$ cat src/rtl/risc_pkg.sv
// Shared register-file constants and the write-back entry type.
package risc_pkg;

  localparam int unsigned DATA_W = 16;
  localparam int unsigned ADDR_W = 3;

  typedef struct packed {
    logic [ADDR_W-1:0] rd;
    logic [DATA_W-1:0] value;
  } wb_entry_t;

endpackage

$ cat src/rtl/wb_fifo.sv
// In-order write-back buffer: storage, pointers, occupancy count and status flags.
module wb_fifo
  import risc_pkg::*;
#(
  parameter int unsigned DEPTH = 4
) (
  input  logic                     clk,
  input  logic                     rst,
  input  logic                     push_i,
  input  wb_entry_t                push_entry_i,
  input  logic                     pop_i,
  output wb_entry_t                entries_o [DEPTH],
  output logic [DEPTH-1:0]         valid_o,
  output logic [$clog2(DEPTH)-1:0] rptr_o,
  output logic [$clog2(DEPTH)-1:0] wptr_o,
  output logic                     full_o,
  output logic                     empty_o
);

  localparam int unsigned PtrW = $clog2(DEPTH);
  localparam int unsigned CntW = PtrW + 1;

  wb_entry_t       mem_q [DEPTH];
  logic [PtrW-1:0] wptr_q, wptr_d;
  logic [PtrW-1:0] rptr_q, rptr_d;
  logic [CntW-1:0] cnt_q, cnt_d;

  always_comb begin
    wptr_d = push_i ? wptr_q + PtrW'(1) : wptr_q;
    rptr_d = pop_i ? rptr_q + PtrW'(1) : rptr_q;
    cnt_d  = cnt_q;
    case ({push_i, pop_i})
      2'b10:   cnt_d = cnt_q + CntW'(1);
      2'b01:   cnt_d = cnt_q - CntW'(1);
      default: cnt_d = cnt_q;
    endcase
  end

  always_ff @(posedge clk or posedge rst) begin
    if (rst) begin
      wptr_q <= '0;
      rptr_q <= '0;
      cnt_q  <= '0;
      for (int unsigned i = 0; i < DEPTH; i++) begin
        mem_q[i] <= '0;
      end
    end else begin
      wptr_q <= wptr_d;
      rptr_q <= rptr_d;
      cnt_q  <= cnt_d;
      if (push_i) begin
        mem_q[wptr_q] <= push_entry_i;
      end
    end
  end

  // A slot is live when its distance from the read pointer is below the count.
  always_comb begin : valid_scan
    logic [PtrW-1:0] off;
    off     = '0;
    valid_o = '0;
    for (int unsigned i = 0; i < DEPTH; i++) begin
      off        = PtrW'(i) - rptr_q;
      valid_o[i] = {1'b0, off} < cnt_q;
    end
  end

  assign entries_o = mem_q;
  assign rptr_o    = rptr_q;
  assign wptr_o    = wptr_q;
  assign full_o    = (cnt_q == CntW'(DEPTH));
  assign empty_o   = (cnt_q == '0);

endmodule

$ cat src/rtl/writeback_unit.sv
// Write-side front end: arbitrates ALU/load results into the buffer, drains it to the
// register-file write port, and forwards the youngest buffered value for two sources.
module writeback_unit #(
  parameter int unsigned DATA_W = risc_pkg::DATA_W,
  parameter int unsigned ADDR_W = risc_pkg::ADDR_W,
  parameter int unsigned DEPTH  = 4
) (
  input  logic              clk,
  input  logic              rst,
  input  logic              alu_valid,
  output logic              alu_ready,
  input  logic [ADDR_W-1:0] alu_rd,
  input  logic [DATA_W-1:0] alu_value,
  input  logic              mem_valid,
  output logic              mem_ready,
  input  logic [ADDR_W-1:0] mem_rd,
  input  logic [DATA_W-1:0] mem_value,
  input  logic              wb_stall,
  output logic              reg_write_en,
  output logic [ADDR_W-1:0] rd,
  output logic [DATA_W-1:0] rd_value,
  input  logic [ADDR_W-1:0] rs1,
  input  logic [ADDR_W-1:0] rs2,
  output logic              rs1_pending,
  output logic              rs2_pending,
  output logic [DATA_W-1:0] rs1_fwd_value,
  output logic [DATA_W-1:0] rs2_fwd_value,
  output logic              full,
  output logic              empty
);

  localparam int unsigned PtrW = $clog2(DEPTH);

  risc_pkg::wb_entry_t entries [DEPTH];
  risc_pkg::wb_entry_t push_entry;
  risc_pkg::wb_entry_t head;
  logic [DEPTH-1:0]    valid;
  logic [PtrW-1:0]     rptr, wptr;
  logic                push;

  // No bypass: a full buffer refuses even when the head drains this edge.
  assign mem_ready = !full && !rst;
  assign alu_ready = !full && !mem_valid && !rst;
  assign push      = (mem_valid && mem_ready) || (alu_valid && alu_ready);

  always_comb begin
    push_entry.rd    = mem_valid ? mem_rd : alu_rd;
    push_entry.value = mem_valid ? mem_value : alu_value;
  end

  assign reg_write_en = !empty && !wb_stall;

  wb_fifo #(
    .DEPTH(DEPTH)
  ) u_fifo (
    .clk         (clk),
    .rst         (rst),
    .push_i      (push),
    .push_entry_i(push_entry),
    .pop_i       (reg_write_en),
    .entries_o   (entries),
    .valid_o     (valid),
    .rptr_o      (rptr),
    .wptr_o      (wptr),
    .full_o      (full),
    .empty_o     (empty)
  );

  assign head     = entries[rptr];
  assign rd       = empty ? '0 : head.rd;
  assign rd_value = empty ? '0 : head.value;

  // Walk backwards from the newest slot so the first hit is the youngest writer.
  function automatic logic [DATA_W:0] fwd_scan(input logic [ADDR_W-1:0] rs);
    logic              hit;
    logic [DATA_W-1:0] val;
    logic [PtrW-1:0]   idx;
    hit = 1'b0;
    val = '0;
    idx = '0;
    for (int unsigned k = 0; k < DEPTH; k++) begin
      idx = wptr - PtrW'(k + 1);
      if (!hit && valid[idx] && (entries[idx].rd == rs)) begin
        hit = 1'b1;
        val = entries[idx].value;
      end
    end
    return {hit, val};
  endfunction

  always_comb begin
    {rs1_pending, rs1_fwd_value} = fwd_scan(rs1);
    {rs2_pending, rs2_fwd_value} = fwd_scan(rs2);
  end

endmodule
$ cat config.mk
export PLATFORM = sky130hd
export DESIGN_NAME = writeback_unit
export DESIGN_NICKNAME = d
export VERILOG_FILES = /design/src/rtl/risc_pkg.sv /design/src/rtl/wb_fifo.sv /design/src/rtl/writeback_unit.sv
export SDC_FILE = /design/constraint.sdc
export NUM_CORES = 1
export LEC_CHECK = 0
export CORE_MARGIN = 2
export CORE_UTILIZATION = 28
export CTS_CLUSTER_SIZE = 25
export DETAILED_ROUTE_END_ITERATION = 8
export PLACE_DENSITY_LB_ADDON = 0.3
export SETUP_SLACK_MARGIN = 0.1
export SYNTH_ARGS = -nofsm -noshare
export SYNTH_HDL_FRONTEND = slang
export SYNTH_SLANG_ARGS = --single-unit
$ cat constraint.sdc
create_clock -name clk -period 4.5 [get_ports clk]
set_input_delay 0.45 -clock clk [delete_from_list [all_inputs] [get_ports clk]]
set_output_delay 0.45 -clock clk [all_outputs]
set_load 0.05 [all_outputs]
### After elaboration in Yosys (flattened, before gate mapping)

Cells that the tools add are included.

| storage, ports and cells | value |
|---|---|
| register bits | 83 |
| output and inout port bits | 58 |

| cells by class | value |
|---|---|
| $lt $le $gt $ge | 14 |
| bitwise operators | 5 |
| reduce and logical (&&, ||, !) cells | 35 |
| multiplexer cells | 47 |
| equality and inequality tests | 11 |
| add/sub/neg operators | 11 |

Operator list:

| cell | number |
|---|---|
| 19-bit two-way mux | 11 |
| 19-bit binary-select mux with 2-bit select | 5 |
| 16-bit two-way mux | 10 |
| 76-bit bitwise mux | 1 |
| 19-bit demux with 2-bit select | 1 |
| 3-bit equality test | 8 |
| 1-bit logical AND | 21 |
| 3-bit greater-or-equal comparator (second input constant) | 5 |
| 2-bit NOT with 3-bit output | 5 |
| 2-bit by 3-bit less-than comparator with 1-bit output | 4 |
| 2-bit by 3-bit less-than comparator with 1-bit output (second input constant) | 4 |
| 1-bit two-way mux | 12 |
| 1-bit zero test | 11 |
| 1-bit binary-select mux with 2-bit select | 4 |
| 3-bit two-way mux | 2 |
| 3-bit case mux with 2 select lines | 1 |
| 2-bit by 1-bit adder with 2-bit output (second input constant) | 2 |
| 1-bit by 2-bit subtractor with 2-bit output (first input constant) | 2 |
| 2-bit subtractor (first input constant) | 2 |
| 2-bit subtractor (second input constant) | 2 |
| 3-bit by 1-bit adder with 3-bit output (second input constant) | 1 |
| 3-bit equality test (second input constant) | 1 |
| 3-bit zero test | 1 |
| 3-bit by 1-bit less-than comparator with 1-bit output (second input constant) | 1 |
| other kinds (6) | 6 |

### Depth between registers and ports, before layout

Gate-level depths: netlist of run 1.

| logic depth | value |
|---|---|
| depth after elaboration | 20 |
| mapped depth | 15 |

### Cells and area by module

Synthesis of run 1 repeated with hierarchy kept, for this count alone.

| second synthesis, totals | value |
|---|---|
| cell total of the unflattened synthesis | 763 |
| area, all modules | 7898.8 µm² |

By module, submodules not included:

| module | cells an instance | instances | area each (µm²) |
|---|---|---|---|
| writeback_unit | 551 | 1 | 4324.1 |
| wb_fifo | 212 | 1 | 3574.7 |

### Worst setup path after synthesis of run 1

Ideal clock, no wire load.

| timing path | value |
|---|---|
| kind | register to output |
| start | register u_fifo.rptr_q[0], in the netlist u_fifo.rptr_o[0] |
| end | output rs2_fwd_value[5] |
| cell stages (with the launch flop) | 13 |
| arrival time | 3.847 ns |
| slack | 0.203 ns |
| buffers on the path | 4 |
| path through | dfrtp_1 -> buf_4 -> buf_1 -> clkbuf_1 -> xnor2_1 -> inv_1 -> ha_1 -> a211oi_1 -> o32a_1 -> buf_4 -> nand2_1 -> or3_1 -> a32oi_1 |

| between the ends | value |
|---|---|
| cells in the longest elaborated chain, start to end | 18 |
| elaborated cells on any way between the ends | 33 |
| classes of those cells | 4 x add/sub; 4 x order compare; 15 x mux; 10 x reduce/logical |

RTL lines:

| element | line | text |
|---|---|---|
| from (decl) | wb_fifo.sv:25 | `logic [PtrW-1:0] rptr_q, rptr_d;` |
| from (signal assigned) | wb_fifo.sv:49 | `rptr_q <= rptr_d;` |
| 1-bit by 2-bit subtractor with 2-bit output or 2-bit subtractor (tied branches) | wb_fifo.sv:63 | `off = PtrW'(i) - rptr_q;` |
| 2-bit by 3-bit less-than comparator with 1-bit output | wb_fifo.sv:64 | `valid_o[i] = {1'b0, off} < cnt_q;` |
| 1-bit binary-select mux with 2-bit select | writeback_unit.sv:83 | `if (!hit && valid[idx] && (entries[idx].rd == rs)) begin` |
| 1-bit two-way mux (implied by the code) | writeback_unit.sv:83 |  |
| 1-bit logical AND | writeback_unit.sv:83 |  |
| 1-bit two-way mux | writeback_unit.sv:83 |  |
| 1-bit zero test | writeback_unit.sv:83 |  |
| 1-bit logical AND (2 in series) | writeback_unit.sv:83 |  |
| 1-bit two-way mux | writeback_unit.sv:83 |  |
| 1-bit zero test | writeback_unit.sv:83 |  |
| 1-bit logical AND (2 in series) | writeback_unit.sv:83 |  |
| 1-bit two-way mux | writeback_unit.sv:83 |  |
| 1-bit zero test | writeback_unit.sv:83 |  |
| 1-bit logical AND (2 in series) | writeback_unit.sv:83 |  |
| 16-bit two-way mux (*) | writeback_unit.sv:83 |  |
| to (decl) | writeback_unit.sv:27 | `output logic [DATA_W-1:0] rs2_fwd_value,` |

Every way passes the cells marked *; elsewhere a longest branch is shown, timed or not. The select of a mux whose other input is x is not followed.

### Final worst setup path of run 1

| timing path | value |
|---|---|
| start | register u_fifo.wptr_q[0], in the netlist u_fifo.wptr_o[0] |
| end | output rs1_fwd_value[11] |

| between the ends | value |
|---|---|
| cells in the longest elaborated chain, start to end | 20 |
| elaborated cells on any way between the ends | 48 |
| classes of those cells | 3 x add/sub; 4 x eq/ne; 27 x mux; 4 x bitwise; 10 x reduce/logical |

RTL lines:

| element | line | text |
|---|---|---|
| from (decl) | wb_fifo.sv:24 | `logic [PtrW-1:0] wptr_q, wptr_d;` |
| from (signal assigned) | wb_fifo.sv:48 | `wptr_q <= wptr_d;` |
| 2-bit by 1-bit subtractor with 2-bit output | writeback_unit.sv:82 | `idx = wptr - PtrW'(k + 1);` |
| 2-bit NOT with 3-bit output (implied by the code) | writeback_unit.sv:83, writeback_unit.sv:85 |  |
| 19-bit binary-select mux with 2-bit select | writeback_unit.sv:83, writeback_unit.sv:85 |  |
| 19-bit two-way mux (implied by the code) (2 in series) | writeback_unit.sv:85 | `val = entries[idx].value;` |
| 3-bit equality test | writeback_unit.sv:83 |  |
| 1-bit logical AND | writeback_unit.sv:83 |  |
| 1-bit two-way mux | writeback_unit.sv:83 |  |
| 1-bit zero test | writeback_unit.sv:83 |  |
| 1-bit logical AND (2 in series) | writeback_unit.sv:83 |  |
| 1-bit two-way mux | writeback_unit.sv:83 |  |
| 1-bit zero test | writeback_unit.sv:83 |  |
| 1-bit logical AND (2 in series) | writeback_unit.sv:83 |  |
| 1-bit two-way mux | writeback_unit.sv:83 |  |
| 1-bit zero test | writeback_unit.sv:83 |  |
| 1-bit logical AND (2 in series) | writeback_unit.sv:83 |  |
| 16-bit two-way mux (*) | writeback_unit.sv:83 |  |
| to (decl) | writeback_unit.sv:26 | `output logic [DATA_W-1:0] rs1_fwd_value,` |

Marks and branches as above.

==> flow_metrics.tcl, run 1 <==
set metrics [dict create \
    grt_pass1_wl_um 35300 \
    die_w_um 166 \
    endpoint "rs1_fwd_value[11]" \
    placed_area_sq_mm 0.00898 \
    nets 853 \
    critPathMaxStageDelay_ps 570 \
    antenna_cells 0 \
    nFillCells 2571 \
    cp_max_fo 34 \
    cp_data_required_time_ps 4050 \
    synthFlopType "dfrtp_1" \
    setup_viol 0 \
    design_area_sq_mm 0.00933 \
    ys_async_sr_fraction_pct 100 \
    remaining_drc_errors 0 \
    drtIter0Drc 578 \
    finalCritPeriodShare_pct 91.6 \
    postSynthAreaPerCell_sq_um 10.3 \
    status "complete, no violations" \
    numCtsBuffers 9 \
    num_rows 59 \
    critical_path.endpoint_type "primary output" \
    seq_area_sq_mm 0.00208 \
    critPathKind "register to primary output" \
    holdCritPathClass "input port to asynchronous set/reset pin" \
    cts_sinks 83 \
    core_sq_mm 0.0260 \
    cp_slowest_cell "mux4_2" \
    whs_ps 481 \
    cts-root-buf "clkbuf_16" \
    clkLatencyLatePin_ps 340 \
    antenna_found_initial 0 \
    final_max_slew_viol_count 0 \
    cpMostUsedCell "buf_12" \
    drive_gt1_share_pct 23.3 \
    final-hold-violation-count 0 \
    slew_headroom_pct 44.1 \
    ios 107 \
    ff2ff_setup_slack_ps 2080 \
    critPathLaunch "u_fifo.wptr_o[0]" \
    synth_edf_count 0 \
    max-cap-violations 0 \
    fmax_ghz 0.242 \
    ys_ff_latch 83 \
    cts_tree "yes" \
    synth_area_sq_mm 0.00739 \
    drt_first_pass_iters 6 \
    rr_startpoint "u_fifo.cnt_q[0]" \
    syn_to_final_growth_pct 26.4 \
    ctsHoldBuffers 0 \
    wirelength_um 21900 \
    arrival_ps 3670 \
    reg2regPathDepth 9 \
    synth.top_cell.area_share_pct 28.7 \
    viasPerCell 5.45 \
    crit_path_cell_trace "inv_1, ha_2, mux4_2, xnor2_1, nand3_1, a21oi_2, buf_4, a211oi_4, buf_12, a211oi_1, a21oi_1, buf_12" \
    grt_pass1_vias 5944 \
    clock_skew_ps 8.05 \
    initial_core_util_pct 28.4 \
    gp_congestion 0.807 \
    tightestPinTransition_ps 838 \
    yosys.area.top_type "mux4_2" \
    timing.final.crit_period_ps 4120 \
    synth_cell_types 47 \
    ys_warn_count 0 \
    final_antenna_net_count 0 \
    clkSlewWorstSetupHoldPaths_ps 60 \
    place_hpwl_um 16600 \
    grt_usage_pct 15.9 \
    grt_overflow_total 0 \
    rsz0062_at_grt "no" \
    syn_nets 779 \
    multi_input_area_sq_mm 0.00498 \
    clockBufferDepth 2 \
    place.port_buffers 106 \
    wl_per_cell_um 19.3 \
    ys_seq_area_share_pct 28.1 \
    setup_tns_ps 0 \
    htreeDepth 3 \
    die_y_um 166 \
    start_kind "register" \
    syn_inst 720 \
    regToRegEndpoint "u_fifo.cnt_q[2]" \
    die-area_sq_mm 0.0277 \
    synth.area.top_cells "mux4_2 (29%), dfrtp_1 (28%), nand2_1 (6.5%)" \
    vias 6179 \
    grt_max_degree 66 \
]
## registers in the layout, indices dropped and copies added, names as in the netlist
register / flops
u_fifo.entries_o: 76
u_fifo.wptr_o: 2
u_fifo.rptr_o: 2
u_fifo.cnt_q: 3
## Yosys cell counts, types with 10 or more instances
cell,instances
a32oi_1,10
dfrtp_1,83
or3_1,23
clkbuf_1,33
nor2_1,21
a21oi_1,12
nor3_1,11
mux4_2,94
buf_2,19
o21a_1,16
o21ai_0,78
nor2b_1,19
o22ai_1,16
nand2_1,128
xnor2_1,24
mux2i_1,23
o311ai_1,10
a211oi_1,12
## worst min path at each step
stage                                    start                    to  slack (ps)  cells after the start
after global routing                       rst  u_fifo.entries_o[36]         520                      2
after detailed placement  u_fifo.entries_o[72]  u_fifo.entries_o[72]         570                      2
after CTS                                  rst  u_fifo.entries_o[36]         490                      2
final                                      rst  u_fifo.entries_o[36]         480                      2
after floorplan           u_fifo.entries_o[18]  u_fifo.entries_o[18]         510                      2
after global placement    u_fifo.entries_o[68]  u_fifo.entries_o[68]         560                      2
## critical path, delay by kind of cell (launching register included)
family                   cells  cell delay (ps)
buffers and inverters        4              890
AO/OA/AOI/OAI                4              620
multiplexers                 1              570
XOR/XNOR                     1              160
adder cells (fa/ha/maj)      1              490
flip-flops                   1              500
AND/OR/NAND/NOR              1              110
## cells in the final DEF, fill, tap and decap left out, drive strengths merged, types with 19 or more instances in the layout
master / instances
buf: 56
nor2b: 19
mux2i: 23
clkdlybuf4s50: 72
nor2: 21
xnor2: 24
dfrtp: 83
or3: 24
mux4: 95
nand2: 128
o21ai: 84
## logic make-up (layout without fill, tap and decap cells)
kind of cell | after synthesis | after routing | share of synthesized area (%)
fa+ha+maj | 10 | 10 | 1.80
buf+inv | 74 | 153 | 4.71
xor+xnor | 33 | 33 | 3.91
mux | 118 | 118 | 32.1
compound gates | 179 | 179 | 15.5
flops | 83 | 83 | 28.1
simple gates | 223 | 223 | 13.9
## what timing repair did
item	in CTS	in global routing
resized for setup	2	3
pin swaps	0	1
hold endpoints to repair	0	0
endpoints found under the setup margin	14	28
setup buffers	0	1
## per-stage QoR
stage,worst slack [ps],std cells,utilization (%)
2_1_floorplan,203,720,-
3_3_place_gp,299,1117,34.5
3_5_place_dp,161,1117,34.5
4_1_cts,106,1133,35.8
5_1_grt,164,1134,35.9
6_report,376,1134,35.9
## routing by layer
metal / up-vias / global-route usage (%) / share of wire [%]
li1: 2891 / - / -
met1: 3065 / 24.9 / 49
met2: 211 / 23.5 / 44
met3: 12 / 2.19 / 6.2
met4: 0 / 2.81 / 0.72
met5: - / 0 / 0
## final cells by class
| cell class | instances | share of cell area [%] |
|---|---|---|
| inverter | 9 | 0.362 |
| clock inverter | 5 | 0.925 |
| clock buffer | 11 | 2.49 |
| sequential | 83 | 22.3 |
| tap | 335 | 4.49 |
| multi-input combinational | 563 | 53.4 |
| timing repair buffer | 128 | 16.0 |
Power of run 1 is left out: the tool's default activity adds up to more than one toggle a clock period on the data nets, which glitch-free logic cannot reach.
==> run 2, diff against run 1 <==
- ABC_AREA: default -> 1
- ABC_CLOCK_PERIOD_IN_PS: default -> 4500
- SLEW_MARGIN: default -> 40
==> run 2 against run 1 <==
- maximum frequency up 9.6%
- critical endpoint is now rs2_fwd_value[1]
- highest routed layer unchanged
- die area up 2.5%
- critical path depth unchanged
- via count increased by 28%
==> flow_metrics.tcl, run 2 <==
set metrics [dict create \
    synth.area.top_cells "dfrtp_1 (27%), nand2_1 (18%), o21ai_0 (13%)" \
    crit_path_cell_trace "inv_6, ha_1, inv_2, buf_4, nand2_1, nand2_2, nand3_4, nand3_2, nor2_1, nor2_1, nand2_1, buf_4" \
    critPathMaxStageDelay_ps 500 \
    antenna_found_initial 0 \
    synthFlopType "dfrtp_1" \
    synth.top_cell.area_share_pct 27.4 \
    timing.final.crit_period_ps 3760 \
    cp_max_fo 66 \
    wl_met1_um 12600 \
    wl_per_cell_um 15.2 \
    grt_overflow_total 0 \
    fmax_ghz 0.266 \
    grt_pass1_vias 6922 \
    post-cts-setup-buffers 0 \
    synth_cell_types 32 \
    max-cap-violations 0 \
    ys_top_cells_by_count "nand2_1 (356), o21ai_0 (191), nand3_1 (150)" \
    synth.most_common_cell "nand2_1" \
    final_antenna_net_count 0 \
    clockBufferDepth 2 \
    syn_nets 1266 \
    synth_area_sq_mm 0.00757 \
    routed.top_layer "met4" \
    initial_core_util_pct 28.3 \
    gp_congestion 0.868 \
    drtIter0Drc 748 \
    route.met2.wl_um 10100 \
    clock_skew_ps 7.19 \
    die_w_um 168 \
    final_common_cell "nand2_1" \
    drive_gt1_share_pct 10.9 \
    die-area_sq_mm 0.0284 \
    syn_to_final_growth_pct 22.2 \
    antenna_cells 0 \
    cts-root-buf "clkbuf_16" \
    clkLatencyLatePin_ps 330 \
    cp_slowest_cell "dfrtp_4" \
    critPathKind "register to primary output" \
    final-hold-violation-count 0 \
    yosys.area.top_type "dfrtp_1" \
    arrival_ps 3310 \
    ios 107 \
    cts_tree "yes" \
    numCtsBuffers 9 \
    holdCritPathClass "input port to asynchronous set/reset pin" \
    final_max_slew_viol_count 0 \
    ys_seq_area_share_pct 27.4 \
    ctsResizeCount 0 \
    ctsHoldBuffers 0 \
    grt_pass1_wl_um 38700 \
    cts_sinks 83 \
    drt_first_pass_iters 7 \
    ys_ff_latch 83 \
    postSynthAreaPerCell_sq_um 6.28 \
    viasPerCell 4.90 \
    slew_headroom_pct 55.5 \
    core_sq_mm 0.0267 \
    layout_common_cells "nand2_1 (355), o21ai_0 (191), nand3_1 (150)" \
    synth_edf_count 0 \
    largest_reg_flops 76 \
    vias 7894 \
    ys_async_sr_fraction_pct 100 \
    critical_path.endpoint_type "primary output" \
    start_kind "register" \
    grt_max_degree 89 \
    die_y_um 168 \
    num_rows 60 \
    status "complete, no violations" \
    place.port_buffers 106 \
    setup_tns_ps 0 \
    clkSlewWorstSetupHoldPaths_ps 60 \
    nets 1325 \
    finalCritPeriodShare_pct 83.6 \
    rsz0062_at_grt "no" \
    cp_data_required_time_ps 4050 \
    htreeDepth 3 \
    wirelength_um 24500 \
    tightestPinTransition_ps 668 \
    place_hpwl_um 18700 \
    setup_viol 0 \
    ys_warn_count 0 \
    remaining_drc_errors 0 \
    syn_inst 1207 \
    grt_usage_pct 17.2 \
    wl_met3_um 1410 \
]
==> run 2: cell count changes in the layout (fill, tap and decap cells not counted), moves of 12 or more <==
cell,change
o21ai_0,+113
nor2b_1,-19
nand2_1,+227
nand3_1,+144
mux2_2,+25
mux4_2,-94
inv_1,+107
nor2_1,+73
or3_1,-23
a221oi_1,+19
mux2i_1,-23
o21a_1,-16
xnor2_1,-23
a211oi_1,-12
==> run 2: kinds of logic (layout without fill, tap and decap cells) <==
family                     Yosys count  in the layout  synth area share (%)
AOI/OAI and AO/OA                  244            244                  17.4
xor gates and xnor gates            12             12                  1.59
adders and majority gates           10             10                  1.75
buffers and inverters              196            260                  11.6
DFF                                 83             83                  27.4
muxes                               25             25                  3.72
and+or+nand+nor                    637            637                  36.5
==> run 2: per-layer routing <==
metal  GRT usage [%]  up-vias
li1                -     4076
met1            26.8     3518
met2            25.0      281
met3            1.99       19
met4            4.50        0
met5               0        -
==> run 2: path summary, 6_finish.rpt <==
| kind | from | to | slack (ps) | cells after the start |
|---|---|---|---|---|
| setup reg to reg | u_fifo.cnt_q[2] | u_fifo.cnt_q[2] | 2120 | 10 |
| setup / recovery | u_fifo.wptr_o[0] | rs2_fwd_value[1] | 740 | 12 |
| max in group asynchronous | rst | u_fifo.entries_o[15] | 3150 | 3 |
| hold reg to reg | u_fifo.entries_o[0] | u_fifo.entries_o[0] | 570 | 2 |
| hold / removal | rst | u_fifo.entries_o[73] | 560 | 2 |
| min in group clk | u_fifo.entries_o[0] | u_fifo.entries_o[0] | 570 | 2 |
==> run 2: through the flow <==
stage	worst slack, ps	hold slack [ps]	utilization [%]	cells	area [sq um]
floorplan	1110	515	-	1207	7570
global placement	1150	550	33.4	1596	8920
detailed placement	1080	557	33.4	1596	8930
CTS	715	572	34.6	1612	9250
global route	446	603	34.6	1612	9260
finish	738	558	34.6	1612	9260
==> run 2: layout make-up <==
type	count	area, sq um
fill	2856	17500
clock inverter	6	88.8
clock buffer	10	239
sequential	83	2080
timing repair buffer	122	1320
inverter	122	468
multi-input combinational	928	4630
tap	341	427
==> run 2: worst max-delay path: cells and delay by family (launching register included) <==
| kind | cells | cell delay, ps |
|---|---|---|
| buf+inv | 4 | 960 |
| fa+ha+maj | 1 | 350 |
| flops | 1 | 500 |
| simple gates | 7 | 1160 |
Power of run 2 is left out for the same reason.
==> run 3, diff against run 2 <==
- ABC_CLOCK_PERIOD_IN_PS: 4500 -> 3500
- clock period: 4.5 -> 3.5 ns (I/O delays scaled with it)
==> run 3 against run 2 <==
- first-iteration DRC count rose by 0.94%
- non-clock buffer count grew 21
- hold slack got worse by 160 ps
- worst setup slack lost 460 ps
- largest cell class unchanged
==> flow_metrics.tcl, run 3 (synthesis results as in run 2) <==
set metrics [dict create \
    drtIter0Drc 755 \
    use_met1_pct 27.9 \
    place_hpwl_um 19200 \
    grt_pass1_vias 7204 \
    critical_path.endpoint_type "primary output" \
    setup_tns_ps 0 \
    cp_max_fo 8 \
    initial_core_util_pct 28.3 \
    layout_common_cells "nand2_1 (355), o21ai_0 (191), nand3_1 (148)" \
    gp_congestion 0.897 \
    grt_pass1_wl_um 40600 \
    cp_data_required_time_ps 3150 \
    die_y_um 168 \
    rsz0062_at_grt "no" \
    antenna_cells 0 \
    final_max_slew_viol_count 0 \
    final-hold-violation-count 0 \
    core_sq_mm 0.0267 \
    grt_usage_pct 18.0 \
    holdCritPathClass "input port to asynchronous set/reset pin" \
    status "complete, no violations" \
    grt_overflow_total 0 \
    final_antenna_net_count 0 \
    viasPerCell 5.00 \
    setup_viol 0 \
    die-area_sq_mm 0.0284 \
    nets 1348 \
    num_rows 60 \
    cts-root-buf "clkbuf_16" \
    slew_headroom_pct 49.7 \
    multi_input_area_sq_mm 0.00475 \
    clockBufferDepth 2 \
    grt_max_degree 79 \
    clkLatencyLatePin_ps 340 \
    place.port_buffers 106 \
    wl_per_cell_um 15.9 \
    cts_tree "yes" \
    start_kind "register" \
    timing.final.crit_period_ps 3220 \
    final_cells 1635 \
    ios 107 \
    numCtsBuffers 9 \
    vias 8178 \
    final_common_cell "nand2_1" \
    drive_gt1_share_pct 13.1 \
    top_usage_layer "met1" \
    max-cap-violations 0 \
    nFillCells 2818 \
    finalCritPeriodShare_pct 92.0 \
    clkSlewWorstSetupHoldPaths_ps 60 \
    die_w_um 168 \
    cts_sinks 83 \
    drt_first_pass_iters 6 \
    syn_to_final_growth_pct 27.2 \
    clock_skew_ps 5.12 \
    dp_cells 1601 \
    antenna_found_initial 0 \
    met3_usage_pct 1.89 \
    tightestPinTransition_ps 752 \
    fmax_ghz 0.310 \
    htreeDepth 3 \
    remaining_drc_errors 0 \
    seq_area_sq_mm 0.00208 \
    critPathKind "register to primary output" \
    use_met2_pct 26.2 \
    largest_reg_flops 76 \
    wirelength_um 26000 \
    arrival_ps 2870 \
    final_util_pct 36.0 \
]
-- run 3: worst paths after layout --
path | depth (start not counted) | slack, ps | endpoint | start
setup / recovery | 19 | 280 | rs2_fwd_value[5] | u_fifo.rptr_o[0]
hold / removal | 2 | 400 | u_fifo.entries_o[55] | rst
setup reg to reg | 8 | 1090 | u_fifo.entries_o[49] | u_fifo.wptr_o[0]
hold reg to reg | 1 | 540 | u_fifo.rptr_o[0] | u_fifo.rptr_o[0]
max in group asynchronous | 3 | 2420 | u_fifo.entries_o[7] | rst
min in group clk | 1 | 540 | u_fifo.rptr_o[0] | u_fifo.rptr_o[0]
-- run 3: final cells by class --
| type | instances | share of cell area [%] |
|---|---|---|
| inverters | 122 | 4.87 |
| clock inverters | 5 | 0.546 |
| multi-input cells | 930 | 49.3 |
| clock buffers | 11 | 2.52 |
| well taps | 341 | 4.43 |
| flip-flops and latches | 83 | 21.6 |
| repair buffers | 143 | 16.7 |
-- run 3: what timing repair did --
action                                  CTS  global route
endpoints found under the setup margin   34            34
gates cloned                              1             1
hold buffers                              0             0
pin swaps                                 4            14
setup buffers                             4            12
gates resized for setup                   6            23
-- run 3: through the flow --
stage               setup slack [ps]  area [sq um]  hold slack (ps)
global placement                 336          8970              539
global route                     113          9630              446
floorplan                        215          7570              515
CTS                              103          9380              419
finish                           279          9630              401
detailed placement               261          8970              551
-- run 3: per-layer routing --
metal	wire length, um	vias up
met1	13000	3720
met3	1590	33
met2	10900	301
met4	518	0
li1	-	4124
met5	0	-
-- run 3: critical path, stage by stage, from the launching register on --
cell and delay, ps:
dfrtp_2 440, nor2_2 130, inv_1 40, nand2_1 70, inv_1 60, ha_1 280
inv_1 50, nor2_1 30, nand2_1 110, nand3_1 80, nand2_1 110, nand2_1 100
nand2_4 140, nand3_4 100, buf_4 160, nand3_4 110, nor2_1 50, nor2_1 190
nand2_1 70, buf_4 190
Power of run 3 is left out for the same reason.
